File: config.mk
export PLATFORM = sky130hd
export DESIGN_NAME = mem_port_arbiter
export DESIGN_NICKNAME = d
export VERILOG_FILES = /design/src/rtl/mem_arb_pkg.sv /design/src/rtl/arb_wait_timer.sv /design/src/rtl/mem_port_arbiter.sv
export SDC_FILE = /design/constraint.sdc
export NUM_CORES = 1
export LEC_CHECK = 0
export BUFFER_PORTS_ARGS = -buffer_cell sky130_fd_sc_hd__buf_4
export CAP_MARGIN = 20
export CORE_MARGIN = 1.5
export CORE_UTILIZATION = 30
export DETAILED_ROUTE_END_ITERATION = 10
export GPL_ROUTABILITY_DRIVEN = 0
export PLACE_DENSITY = 0.59
export SYNTH_ARGS = -nofsm -noshare
export SYNTH_HDL_FRONTEND = slang
export SYNTH_HIERARCHICAL = 1
export SYNTH_SLANG_ARGS = --single-unit
File: constraint.sdc
create_clock -name clk -period 6.99 [get_ports clk]
set_input_delay 0.699 -clock clk [delete_from_list [all_inputs] [get_ports clk]]
set_output_delay 0.699 -clock clk [all_outputs]
set_load 0.05 [all_outputs]
File: src/rtl/mem_arb_pkg.sv
// Shared types and constants for the instruction/data memory port arbiter.
package mem_arb_pkg;

    typedef enum logic [1:0] {IDLE, IFETCH, DMEM, RESP} arb_state_t;

    typedef enum logic {G_FETCH, G_DATA} grant_t;

    // Data returned on an aborted or misaligned access; wide enough for any DATA_W up to 64.
    localparam logic [63:0] ERR_DATA = '0;

endpackage

File: src/rtl/arb_wait_timer.sv
// Memory wait timer: down-counter loaded at grant, expired once TIMEOUT wait cycles have elapsed.
module arb_wait_timer #(
    parameter int TIMEOUT = 16
) (
    input  logic clk,
    input  logic reset,
    input  logic load,
    input  logic countEn,
    output logic expired
);

    localparam int CNT_W = $clog2(TIMEOUT);
    localparam logic [CNT_W-1:0] LOAD_VAL = CNT_W'(TIMEOUT - 1);

    logic [CNT_W-1:0] count;

    // Load on grant, then count down once per wait cycle and hold at zero.
    always_ff @(posedge clk or posedge reset) begin
        if (reset) begin
            count <= '0;
        end else if (load) begin
            count <= LOAD_VAL;
        end else if (countEn && count != '0) begin
            count <= count - 1'b1;
        end
    end

    // Zero means this is the last wait cycle in which an ack is still accepted.
    assign expired = (count == '0);

endmodule

File: src/rtl/mem_port_arbiter.sv
// Arbitrates one single-ported memory between instruction fetch and data accesses.
//
//  state  | meaning
//  -------+-------------------------------------------------------------
//  IDLE   | no access in flight; picks data or fetch requester
//  IFETCH | fetch access in flight, mem_req held until ack or timeout
//  DMEM   | data access in flight (mem_req suppressed if misaligned)
//  RESP   | one-cycle ready pulse to the requester that was served
module mem_port_arbiter
    import mem_arb_pkg::*;
#(
    parameter int ADDR_W       = 32,
    parameter int DATA_W       = 32,
    parameter int TIMEOUT      = 16,
    parameter int MAX_DATA_RUN = 4
) (
    input  logic              clk,
    input  logic              reset,
    input  logic              IReqF,
    input  logic [ADDR_W-1:0] PCF,
    output logic [DATA_W-1:0] InstrF,
    output logic              IReadyF,
    output logic              StallF,
    input  logic              DReqM,
    input  logic              MemWriteM,
    input  logic [ADDR_W-1:0] ALUResultM,
    input  logic [DATA_W-1:0] WriteDataM,
    output logic [DATA_W-1:0] ReadDataM,
    output logic              DReadyM,
    output logic              StallM,
    output logic              mem_req,
    output logic              mem_we,
    output logic [ADDR_W-1:0] mem_addr,
    output logic [DATA_W-1:0] mem_wdata,
    input  logic [DATA_W-1:0] mem_rdata,
    input  logic              mem_ack,
    output logic              MemErr
);

    localparam int RUN_W = $clog2(MAX_DATA_RUN + 1);
    localparam logic [RUN_W-1:0] RUN_MAX = RUN_W'(MAX_DATA_RUN);

    arb_state_t        state, stateNext;
    grant_t            lastGrant;
    logic [RUN_W-1:0]  dataRun;
    logic              misalignQ;
    logic [DATA_W-1:0] respData;
    logic              waiting, ackSeen, timerExpired;
    logic              grantData, grantFetch, accessDone;

    assign waiting    = (state == IFETCH) || (state == DMEM);
    assign ackSeen    = mem_ack && mem_req;
    // Data wins ties until it has used up its run while a fetch is waiting.
    assign grantData  = (state == IDLE) && DReqM && ((dataRun < RUN_MAX) || !IReqF);
    assign grantFetch = (state == IDLE) && !grantData && IReqF;
    assign accessDone = waiting && (ackSeen || misalignQ || timerExpired);

    arb_wait_timer #(.TIMEOUT(TIMEOUT)) uWaitTimer (
        .clk     (clk),
        .reset   (reset),
        .load    (grantData || grantFetch),
        .countEn (waiting),
        .expired (timerExpired)
    );

    // State register.
    always_ff @(posedge clk or posedge reset) begin
        if (reset) begin
            state <= IDLE;
        end else begin
            state <= stateNext;
        end
    end

    // Next state and handshake outputs.
    always_comb begin
        stateNext = state;
        mem_req   = 1'b0;
        IReadyF   = 1'b0;
        DReadyM   = 1'b0;
        case (state)
            IDLE: begin
                if (grantData) begin
                    stateNext = DMEM;
                end else if (grantFetch) begin
                    stateNext = IFETCH;
                end
            end
            IFETCH, DMEM: begin
                mem_req = !misalignQ;
                if (accessDone) begin
                    stateNext = RESP;
                end
            end
            RESP: begin
                IReadyF   = (lastGrant == G_FETCH);
                DReadyM   = (lastGrant == G_DATA);
                stateNext = IDLE;
            end
            default: stateNext = IDLE;
        endcase
        StallF = IReqF && !IReadyF;
        StallM = DReqM && !DReadyM;
    end

    // Grant capture, data-run accounting, response data and sticky error.
    always_ff @(posedge clk or posedge reset) begin
        if (reset) begin
            mem_addr  <= '0;
            mem_we    <= 1'b0;
            mem_wdata <= '0;
            lastGrant <= G_FETCH;
            misalignQ <= 1'b0;
            dataRun   <= '0;
            respData  <= '0;
            MemErr    <= 1'b0;
        end else begin
            if (grantData) begin
                mem_addr  <= ALUResultM;
                mem_we    <= MemWriteM;
                mem_wdata <= WriteDataM;
                lastGrant <= G_DATA;
                misalignQ <= |ALUResultM[1:0];
                if (|ALUResultM[1:0]) begin
                    MemErr <= 1'b1;
                end
                if (dataRun != RUN_MAX) begin
                    dataRun <= dataRun + 1'b1;
                end
            end else if (grantFetch) begin
                mem_addr  <= PCF;
                mem_we    <= 1'b0;
                mem_wdata <= '0;
                lastGrant <= G_FETCH;
                misalignQ <= 1'b0;
                dataRun   <= '0;
            end
            if (waiting) begin
                if (ackSeen) begin
                    respData <= mem_rdata;
                end else if (misalignQ || timerExpired) begin
                    respData <= ERR_DATA[DATA_W-1:0];
                    MemErr   <= 1'b1;
                end
            end
        end
    end

    // Only the requester currently pulsing ready treats this as valid.
    assign InstrF    = respData;
    assign ReadDataM = respData;

endmodule
==> summary.md <==
| Metric | Value |
|---|---|
| Status | `finished clean` |
| Max incr delay on CP | `820 ps` |
| CTS clk-pin slew, worst paths | `80 ps` |
| Period utilization | `35.2%` |
| FF-to-FF End | `dataRun[1]$_DFFE_PP0P_` |
| Hpwl dp | `11.0 mm` |
| Antenna cell count | `0` |
| Iter 0 DRT Violations | `173` |
| Mapped Cells | `439` |
| Distinct cells, synth | `34` |
| Root Driver | `clkbuf_16` |
| Buffer depth of the longest clock path | `2` |
| CTS resizes | `0` |
| Initial core utilization | `30.7%` |
| DP Cell Count | `863` |
| Final Max Tran Viols | `0` |
| Worst path slowest cell | `nor2_4` |
| Final Total Pwr | `4.22 mW` |
| Crit path max fanout | `34` |
| Gr usage total | `17.2%` |
| Io pins | `269` |
| Final Non-Filler Cells | `881` |
| Vias | `4370` |
| Lkg Pwr | `3.51 nW` |
| Synth Cell Area | `4880 um^2` |
| Critical path class | `register to register` |
| Cts bufs inserted | `9` |
| Post-CTS setup buffer count | `0` |
| Hold-fix buffers at CTS | `0` |
| Multi-input gate area | `1650 um^2` |
| Pwr/cell area | `592 nW/um^2` |
| Row count | `46` |
| Synth Net Count | `579` |
| Syn avg cell area | `11.1 um^2` |
| Clock Sinks | `109` |
| Clock Latency Late Sink | `360 ps` |
| Register bit count reported by yosys | `109` |
| # H-tree levels | `3` |
| Cell breakdown of the critical path | `inv_1, ha_1, nand2_2, nor2_4, a32o_1` |
| Fin crit period | `2460 ps` |
| Relative slew slack | `34.1%` |
| RR Startpoint | `state[0]$_DFFE_PP0P_` |
| Internal reg-to-reg setup slack | `4530 ps` |
| Area grow syn2layout | `46.2%` |
| # setup viols final | `0` |
| Vias in the first global route | `4100` |
| Routed vias/inst | `4.96` |
| Fillcell total | `1539` |
| Largest net degree at the start of global routing | `83` |
| DR pass1 iterations | `4` |
| Reg area | `2730 um^2` |
| Actual slew at the worst max-slew pin | `985 ps` |
| Kind of end point of the critical path | `register` |
| Die Y | `130 um` |
| DRC viols | `0` |
| Seq/Total Area, Yosys | `55.9%` |
| Crit path launch type | `register` |
| Clock Skews | `12.3 ps` |
| R2R cell count | `5` |
| Layout cell share with drive strength beyond 1 | `45.3%` |
| Peak VDD IR | `218 uV` |
| Crit path DAT | `2760 ps` |
| GR Overflow Total | `0` |
| F_max | `0.406 GHz` |
| CTS tree | `yes` |
| Width of the die | `130 um` |
| Setup TNS | `0 ps` |
| Initial antenna violation count | `0` |
| Number of synthesized flops with an enable pin | `0` |
| Hold crit path type | `input port to asynchronous set/reset pin` |
| Critical Path RT | `7280 ps` |
| RSZ-0062 raised after global routing | `false` |
| Synth top area share | `55.9%` |
| Min Hold Slack | `254 ps` |
| Fin. Hold Viols | `0` |
| Commonest cells in the synthesized netlist | `109 x dfrtp_1, 65 x a22o_1, 40 x nor2_1` |
| Area contributors post-synth | `dfrtp_1 56%, a22o_1 12%, buf_4 5.9%, a31oi_1 4.6%, nand3_1 3.3%` |
| Post-synth ARST share | `100%` |
| Syn. warnings | `6` |
| Top-count cell post-synth | `dfrtp_1` |
| Ys flop type | `dfrtp_1` |
| Final Net Count | `800` |
| Core area | `15900 um^2` |
| Port Buffers | `268` |
| Final Routed Wirelength | `15.3 mm` |
| Final antenna-violating net count | `0` |
| DIE AREA | `17000 um^2` |
| First-pass GRT wire length | `22.3 mm` |
| Post-synth top area cell | `dfrtp_1` |
| Max Cap Violations | `0` |
| DR WL/cell | `17.3 um` |
## worst max-delay path: cells and delay by family (launching register included)
kind                       cells  cell delay, ps
and+or+nand+nor                2            1300
DFF                            1             400
adders and majority gates      1             330
AOI/OAI and AO/OA              1             280
buffers and inverters          1              90
## sequential cells by signal, indices dropped and copies added (netlist names)
register,cells
misalignQ,1
uWaitTimer/count,4
mem_we,1
dataRun,3
mem_addr,32
lastGrant,1
InstrF,32
mem_wdata,32
MemErr,1
state,2
## routing by layer
metal  up-vias  GRT usage (%)  routed length [um]
li1       2018              -                   -
met3        15           3.83                1220
met5         -              0                   0
met1      2125           21.0                6160
met2       212           30.0                7650
met4         0           5.95                 227
## cell type report
type,instances,share of cell area [%]
tap,216,3.79
multi-input combinational,253,23.2
clock buffer,9,3.16
clock inverter,7,1.21
inverter,11,0.614
timing repair buffer,276,29.8
sequential,109,38.3
## power breakdown
part / switching (mW) / internal, mW / leakage [nW]
sequential: 0.191 / 0.916 / 1.34
clock: 0.268 / 0.259 / 0.153
combinational: 1.77 / 0.815 / 2.02
total: 2.23 / 1.99 / 3.51
## cell usage in the layout, fill, tap and decap left out, types with 8 or more instances in the layout
master / instances
nor2_1: 40
a31oi_1: 36
nand2_1: 8
nand3_1: 32
o21ai_1: 25
inv_1: 9
buf_4: 273
clkbuf_16: 9
dfrtp_1: 109
o21ai_0: 10
a22o_1: 65
## through the flow
step / area [um^2] / worst slack [ps] / utilization [%]
5_1_grt: 7130 / 4320 / 44.9
2_1_floorplan: 4880 / 3530 / -
3_5_place_dp: 6770 / 4090 / 42.6
6_report: 7130 / 4530 / 44.9
3_3_place_gp: 6740 / 4200 / 42.5
4_1_cts: 7080 / 4300 / 44.6
## cells by family after synthesis
kind of cell | Yosys count | synth area share [%]
muxes | 4 | 0.847
DFF | 109 | 55.9
buffers and inverters | 77 | 10.3
AOI/OAI and AO/OA | 145 | 21.7
adders and majority gates | 6 | 1.54
and+or+nand+nor | 98 | 9.67
## worst max path at each step
stage	startpoint	to	slack (ps)
floorplan	reset	InstrF[0]$_DFFE_PP0P_	3530
global placement	IReqF	uWaitTimer/count[3]$_DFFE_PP0P_	4200
detailed placement	IReqF	uWaitTimer/count[3]$_DFFE_PP0P_	4090
CTS	state[1]$_DFFE_PP0P_	dataRun[1]$_DFFE_PP0P_	4300
global route	state[1]$_DFFE_PP0P_	dataRun[1]$_DFFE_PP0P_	4320
finish	state[0]$_DFFE_PP0P_	dataRun[1]$_DFFE_PP0P_	4530
Note: power is estimated with default switching activity, not from simulation.
